## src/rtl/count_bcd_display.sv

```systemverilog
// count_bcd_display
//   Reader side of the 13-bit up-counter. Samples a binary count, converts it to
//   packed BCD with an iterative shift-add-3 (double-dabble) engine, and drives
//   four active-low seven-segment digits from the registered result.
//
// Parameters
//   WIDTH          binary input width; 10**DIGITS must exceed 2**WIDTH-1
//   DIGITS         BCD digits produced (hex0..hex3 show the low four digits,
//                  so DIGITS must be at least 4)
//   BLANK_LEADING  1 = blank leading-zero digits above digit 0, 0 = show all
//
// Ports
//   clk       in   system clock, all state on rising edge
//   resetn    in   asynchronous active-low reset
//   count_in  in   binary value to convert
//   load      in   conversion request, honoured only while idle
//   auto_en   in   self-trigger whenever count_in differs from the last value
//   busy      out  high while a conversion is shifting or completing
//   valid     out  one-cycle pulse when bcd/hex have just been updated
//   bcd       out  last completed result, digit 0 in [3:0]
//   hex0..3   out  segments {g,f,e,d,c,b,a}, active-low

module count_bcd_display #(
  parameter int WIDTH         = 13,
  parameter int DIGITS        = 4,
  parameter int BLANK_LEADING = 1
) (
  input  logic                  clk,
  input  logic                  resetn,
  input  logic [WIDTH-1:0]      count_in,
  input  logic                  load,
  input  logic                  auto_en,
  output logic                  busy,
  output logic                  valid,
  output logic [4*DIGITS-1:0]   bcd,
  output logic [6:0]            hex0,
  output logic [6:0]            hex1,
  output logic [6:0]            hex2,
  output logic [6:0]            hex3
);

  localparam int CW = $clog2(WIDTH + 1);

  typedef enum logic [1:0] {
    IDLE  = 2'd0,
    SHIFT = 2'd1,
    DONE  = 2'd2
  } state_t;

  state_t              state;
  logic [WIDTH-1:0]    sreg;
  logic [WIDTH-1:0]    last;
  logic [4*DIGITS-1:0] scratch;
  logic [4*DIGITS-1:0] adjusted;
  logic [CW-1:0]       cnt;
  logic                trigger;

  // A conversion starts on an explicit load, or automatically when the input
  // has moved away from the value most recently captured.
  assign trigger = load | (auto_en & (count_in != last));

  // Double-dabble correction: any digit that would reach 10 or more after
  // doubling is pre-biased by 3 so the carry lands in the next digit.
  always_comb begin
    adjusted = scratch;
    for (int d = 0; d < DIGITS; d++) begin
      if (scratch[4*d +: 4] >= 4'd5) begin
        adjusted[4*d +: 4] = scratch[4*d +: 4] + 4'd3;
      end
    end
  end

  // Conversion sequencer. The input is captured once at trigger so later
  // changes on count_in cannot corrupt a conversion already in flight;
  // requests arriving while busy are dropped rather than queued.
  always_ff @(posedge clk or negedge resetn) begin
    if (!resetn) begin
      state   <= IDLE;
      sreg    <= '0;
      last    <= '0;
      scratch <= '0;
      cnt     <= '0;
      busy    <= 1'b0;
      valid   <= 1'b0;
      bcd     <= '0;
    end else begin
      valid <= 1'b0;
      case (state)
        IDLE: begin
          if (trigger) begin
            sreg    <= count_in;
            last    <= count_in;
            scratch <= '0;
            cnt     <= CW'(WIDTH);
            busy    <= 1'b1;
            state   <= SHIFT;
          end
        end
        SHIFT: begin
          // The MSB of the binary operand feeds into the LSB of the BCD scratch.
          {scratch, sreg} <= {adjusted[4*DIGITS-2:0], sreg, 1'b0};
          cnt             <= cnt - CW'(1);
          if (cnt == CW'(1)) begin
            state <= DONE;
          end
        end
        DONE: begin
          bcd   <= scratch;
          valid <= 1'b1;
          busy  <= 1'b0;
          state <= IDLE;
        end
        default: begin
          busy  <= 1'b0;
          state <= IDLE;
        end
      endcase
    end
  end

  // Active-low segment pattern {g,f,e,d,c,b,a}; non-decimal nibbles go blank.
  function automatic logic [6:0] seg7(input logic [3:0] digit);
    logic [6:0] segs;
    case (digit)
      4'd0:    segs = 7'b1000000;
      4'd1:    segs = 7'b1111001;
      4'd2:    segs = 7'b0100100;
      4'd3:    segs = 7'b0110000;
      4'd4:    segs = 7'b0011001;
      4'd5:    segs = 7'b0010010;
      4'd6:    segs = 7'b0000010;
      4'd7:    segs = 7'b1111000;
      4'd8:    segs = 7'b0000000;
      4'd9:    segs = 7'b0010000;
      default: segs = 7'b1111111;
    endcase
    return segs;
  endfunction

  logic [6:0] digitSegs [DIGITS];
  logic       upperZero;

  // Walk from the most significant digit down, tracking whether every digit
  // at or above the current one is zero. Digit 0 always shows, so a zero
  // count still reads "0".
  always_comb begin
    upperZero = 1'b1;
    for (int k = 0; k < DIGITS; k++) begin
      digitSegs[k] = 7'b1111111;
    end
    for (int k = DIGITS - 1; k >= 0; k--) begin
      upperZero = upperZero & (bcd[4*k +: 4] == 4'd0);
      if ((BLANK_LEADING != 0) && (k > 0) && upperZero) begin
        digitSegs[k] = 7'b1111111;
      end else begin
        digitSegs[k] = seg7(bcd[4*k +: 4]);
      end
    end
  end

  assign hex0 = digitSegs[0];
  assign hex1 = digitSegs[1];
  assign hex2 = digitSegs[2];
  assign hex3 = digitSegs[3];

endmodule

```

## config.mk

```make
export PLATFORM = sky130hd
export DESIGN_NAME = count_bcd_display
export DESIGN_NICKNAME = d
export VERILOG_FILES = /design/src/rtl/count_bcd_display.sv
export SDC_FILE = /design/constraint.sdc
export NUM_CORES = 1
export LEC_CHECK = 0
export CORE_ASPECT_RATIO = 1.5
export CORE_MARGIN = 3
export CORE_UTILIZATION = 49
export DETAILED_ROUTE_END_ITERATION = 10
export PLACE_DENSITY = 0.74
export SKIP_CTS_REPAIR_TIMING = 1
export SLEW_MARGIN = 20
export SYNTH_ARGS = -nofsm -noshare
export SYNTH_HDL_FRONTEND = slang
export SYNTH_SLANG_ARGS = --single-unit
export TNS_END_PERCENT = 50
```

## constraint.sdc

```tcl
create_clock -name clk -period 1.7 [get_ports clk]
set_input_delay 0.34 -clock clk [delete_from_list [all_inputs] [get_ports clk]]
set_output_delay 0.34 -clock clk [all_outputs]
set_load 0.02 [all_outputs]
```

# Word level (Yosys, flattened, before mapping)

Memory sizes are Yosys's and may differ from the RTL's.
Cells that the tools add are included.

Register bits: 66
Memory bits (read-only): 448
Input port bits: 17
Word-level logic and storage cells: 60
Memories: 4

Add/sub/neg operators: 5
$lt $le $gt $ge: 4
Equality and inequality tests: 6
Mux-type cells: 19
Bitwise logic cells: 5
Reduce and logical (&&, ||, !) cells: 9

Memories:

| memory          | words | bits a word | rd ports | clocked after memory_dff | wr ports | RTL line | source |
|---|---|---|---|---|---|---|---|
| (no name shown) | 16    | 7           | 1        | 0                        | 0        | 124      | `case (digit)` |
| (no name shown) | 16    | 7           | 1        | 0                        | 0        | 124      |  |
| (no name shown) | 16    | 7           | 1        | 0                        | 0        | 124      |  |
| (no name shown) | 16    | 7           | 1        | 0                        | 0        | 124      |  |

Operator list:

| cell                                                                   | count |
|---|---|
| 16-bit one-hot mux with 2 select lines                                 | 1 |
| 13-bit one-hot mux with 2 select lines                                 | 1 |
| 7-bit two-way mux                                                      | 3 |
| 4-bit by 3-bit >= comparator with 1-bit output (second input constant) | 4 |
| 16-bit two-way mux                                                     | 1 |
| 4-bit two-way mux                                                      | 4 |
| 13-bit two-way mux                                                     | 1 |
| 13-bit != test                                                         | 1 |
| 4-bit by 2-bit adder with 4-bit output (second input constant)         | 3 |
| 4-bit logical NOT                                                      | 3 |
| 4-bit one-hot mux with 2 select lines                                  | 1 |
| 2-bit AND reduction                                                    | 4 |
| 4-bit by 1-bit == test with 1-bit output (second input constant)       | 1 |
| 2-bit two-way mux                                                      | 2 |
| 2-bit != test (second input constant)                                  | 2 |
| 2-bit one-hot mux with 2 select lines                                  | 1 |
| 4-bit by 1-bit subtractor with 4-bit output (second input constant)    | 1 |
| 3-bit by 2-bit adder with 3-bit output (second input constant)         | 1 |
| 1-bit AND                                                              | 3 |
| 3-bit two-way mux                                                      | 1 |
| 2-bit by 1-bit == test with 1-bit output (second input constant)       | 1 |
| 2-bit == test (second input constant)                                  | 1 |
| 2-bit logical NOT                                                      | 1 |
| 1-bit two-way mux                                                      | 2 |
| 4 further kinds                                                        | 4 |

# Longest topological paths before layout

Depth in word-level cells: 5
Mapped depth: 7
Gate-level depth less buffers: 7

# Worst setup path before layout

Ideal clock, no wire load.

Kind: reg-to-output
From: reg bcd[13]
To: out hex1[4]
Data arrival time: 1.852 ns
Required time: 1.360 ns
Slack: -0.492 ns
Stages on the path, launching flop included: 7
Buffers on the path: 0
Cells stage by stage: dfrtp_1 -> inv_1 -> ha_1 -> and4bb_2 -> a41o_1 -> o21ai_0 -> o21ai_0

Longest elaborated chain between the ends: 4

Ends and longest elaborated chain:

| what                   | RTL line | source |
|---|---|---|
| from (decl)            | 35       | `output logic [4*DIGITS-1:0] bcd,` |
| from (signal assigned) | 108      | `bcd <= scratch;` |
| 4-bit logical NOT      | 152      | `upperZero = upperZero & (bcd[4*k +: 4] == 4'd0);` |
| 1-bit AND (2 in a row) | 152      |  |
| 7-bit two-way mux      | 153      | `if ((BLANK_LEADING != 0) && (k > 0) && upperZero) begin` |
| to (decl)              | 37       | `output logic [6:0] hex1,` |

No other way between the ends.

# Worst setup path in the final report

From: reg bcd[12]
To: out hex1[6]

Same word-level chain as after synthesis.

==> flow_metrics.py <==
metrics = {
    "clock_tree": {
        "cts.path.max_buffers": 2,
        "cts-root-buf": "clkbuf_16",
        "clock-sinks": 66,
        "cts_inserted_buffers": 9,
        "cts_tree": "done",
        "clk_latency_ps": 330,
        "htreeDepth": 3,
        "clk_transition_reported_paths_ps": 60,
    },
    "timing": {
        "tns_ps": -17150,
        "fin_hold_ws_ps": 405,
        "drv_slew": 0,
        "report.final.hold_viol_count": 0,
        "fmaxAchievable_mhz": 445,
        "slew_headroom_pct": 65.8,
        "fin_ws_ps": -547,
        "min_period_ps": 2250,
        "finalCritPeriodShare_pct": 132,
        "setup_viol": 76,
        "grt_setup_unrepaired": "true",
        "finalClockSkew_ps": 5.49,
        "tightest_slew_ps": 510,
    },
    "hold_path": {
        "holdPathStages": 3,
        "hp-class": "input port to flip-flop",
        "worstHoldEndpoint": "sreg[7]",
        "min_from": "count_in[7]",
    },
    "yosys": {
        "seq_area_frac_synth_pct": 40.9,
        "syn-num-nets": 494,
        "postSynthAreaPerCell_sq_um": 9.02,
        "yosysTopAreaCellShare_pct": 40.9,
        "ys_async_sr_fraction_pct": 100,
        "synth_edf_count": 0,
        "synth_seq_cells": 66,
        "yosys_warnings": 0,
        "synthXorXnorAreaFrac_pct": 3.90,
        "ys.flop_type": "dfrtp_1",
        "synthCells": 448,
        "yosysTopAreaCell": "dfrtp_1",
        "netlist-cell-type-count": 46,
        "synth_compound_area_share_pct": 18.4,
        "netlist_area_sq_um": 4040,
        "synthTopCellsByArea": "dfrtp_1, ha_1, a21oi_1, mux2_2, nor2_1",
        "synthAdderAreaFrac_pct": 8.98,
        "synth_top_family_by_area": "compound AO/OA/AOI/OAI gates",
        "synthSimpleGateAreaFrac_pct": 16.2,
        "synthMuxAreaShare_pct": 6.19,
    },
    "flow_run": {
        "maxCapViolCount": 0,
    },
    "drt": {
        "vias": 3754,
        "wl_mm": 11.0,
        "first_pass_iters": 7,
        "drc": 0,
        "wl_per_cell_um": 16.0,
        "antenna_left": 0,
        "drt_iter0_markers": 176,
        "vias_per_cell": 5.46,
    },
    "worst_setup_path": {
        "required_ps": 1360,
        "path_cells": "inv_2 > ha_4 > and4bb_2 > a41o_1 > o21a_1 > o22a_2 > buf_6",
        "cpPeakStageDelay_ps": 370,
        "cp-end-kind": "output port",
        "cp_top_family": "compound AO/OA/AOI/OAI gates",
        "crit_start": "bcd[12]",
        "slowest_stage": "dfrtp_2",
        "arrival_ps": 1910,
        "path_buf_inv": 2,
        "cp-start-kind": "flip-flop",
        "worstPathMaxFanout": 4,
        "worst-r2r-cell-count": 6,
        "r2r-start": "last[3]",
        "critical_path_class": "flip-flop to output port",
        "r2r-end": "last[2]",
        "regToRegSetupSlack_ps": -270,
    },
    "global_route": {
        "antenna_found_initial": 0,
        "grt_pass1_vias": 3670,
        "overflow": 0,
        "grt_max_degree": 26,
        "grt_pass1_wl_mm": 16.3,
        "grt_usage_pct": 22.0,
    },
    "outcome": {
        "status": "finished with violations",
        "violations": "setup timing",
    },
    "power": {
        "peakVddDrop_v": 0.00107,
        "powerDensity_nw_per_um2": 2220,
        "p_total_mw": 13.8,
        "leakage_nw": 3.03,
    },
    "finish": {
        "layout_common_cells": "buf_4, dfrtp_1, nor2_1, nand2_1, a21oi_1",
        "drive_above_1_share_pct": 42.7,
        "antenna_cells": 0,
        "area_growth_pct": 53.8,
        "nNetsFinal": 624,
        "design_area_sq_um": 6220,
        "final_common_cell": "buf_4",
    },
    "floorplanning": {
        "fp.coreArea_sq_um": 8010,
        "die_width_um": 80.2,
        "io-pin-count": 63,
        "die_h_um": 117,
        "start_util_pct": 50.5,
        "die_area_sq_um": 9400,
        "num_rows": 40,
    },
    "placement": {
        "placed_area_sq_um": 5370,
        "portBuffers": 62,
        "place.gp.congestion": 0.891,
        "place_ws_ps": -657,
        "dp_hpwl_mm": 7.18,
    },
}
[cell usage after synthesis (2+ instances only)]
| master | number |
|---|---|
| dfrtp_1 | 66 |
| nor2_1 | 54 |
| nand2_1 | 52 |
| a21oi_1 | 47 |
| o21ai_0 | 30 |
| ha_1 | 29 |
| inv_1 | 27 |
| mux2_2 | 20 |
| clkbuf_1 | 16 |
| xor2_1 | 13 |
| a221o_1 | 12 |
| nand2b_1 | 9 |
| a31oi_1 | 8 |
| o22ai_1 | 7 |
| nor3_1 | 5 |
| xnor2_1 | 5 |
| nor3b_1 | 4 |
| nor4b_1 | 4 |
| buf_1 | 3 |
| buf_6 | 3 |
| nor2b_1 | 3 |
| o22ai_2 | 3 |
| and2_1 | 2 |
| and3_1 | 2 |
| nor4_2 | 2 |
| o2bb2ai_1 | 2 |
[registers in the layout (all words and copies together), names as in the netlist]
name,count
valid,1
bcd,16
cnt,4
busy,1
last,13
scratch,16
state,2
sreg,13
[report_power, final]
group | internal, mW | switching, mW
clock network | 1.28 | 0.680
registers | 2.30 | 0.696
logic | 4.20 | 4.63
[worst register-to-register path: stages, from the launching register on]
cell,delay [ps]
dfrtp_1,400
xor2_2,210
nor4_4,380
a41oi_4,190
nand2_2,160
buf_12,160
mux2_2,350
[metal layers]
metal | share of wire [%] | vias to the layer above | global-route usage (%)
li1 | - | 1797 | -
met1 | 37 | 1826 | 23.1
met2 | 56 | 100 | 42.1
met3 | 4.0 | 31 | 3.83
met4 | 3.0 | 0 | 9.47
met5 | 0 | - | 0
[area by class of cell]
| class | count | area, sq um |
|---|---|---|
| Clock buffer | 10 | 229 |
| Multi-Input combinational cell | 331 | 2680 |
| Sequential cell | 66 | 1660 |
| Inverter | 27 | 106 |
| Fill cell | 520 | 1790 |
| Tap cell | 105 | 131 |
| Clock inverter | 6 | 91.3 |
| Timing Repair Buffer | 143 | 1320 |
[stage by stage]
| step | cells | util [%] |
|---|---|---|
| 2_1_floorplan | 448 | - |
| 3_3_place_gp | 663 | 67.0 |
| 3_5_place_dp | 663 | 67.0 |
| 4_1_cts | 679 | 71.0 |
| 5_1_grt | 688 | 77.7 |
| 6_report | 688 | 77.7 |
[kinds of logic after synthesis]
| group | count (synthesis) |
|---|---|
| DFF | 66 |
| and+or+nand+nor | 143 |
| adders and majority gates | 29 |
| xor gates and xnor gates | 18 |
| buffers and inverters | 51 |
| AOI/OAI and AO/OA | 119 |
| muxes | 22 |
[how the worst max path moves through the flow]
stage | endpoint | slack (ps) | cells after the start
6_report | hex1[6] | -550 | 7
5_1_grt | hex2[4] | -680 | 9
4_1_cts | hex1[4] | -990 | 7
3_5_place_dp | sreg[2] | -660 | 9
3_3_place_gp | scratch[15] | -640 | 7
2_1_floorplan | hex1[6] | -190 | 6
No activity file was read; power rests on OpenSTA's default activity.
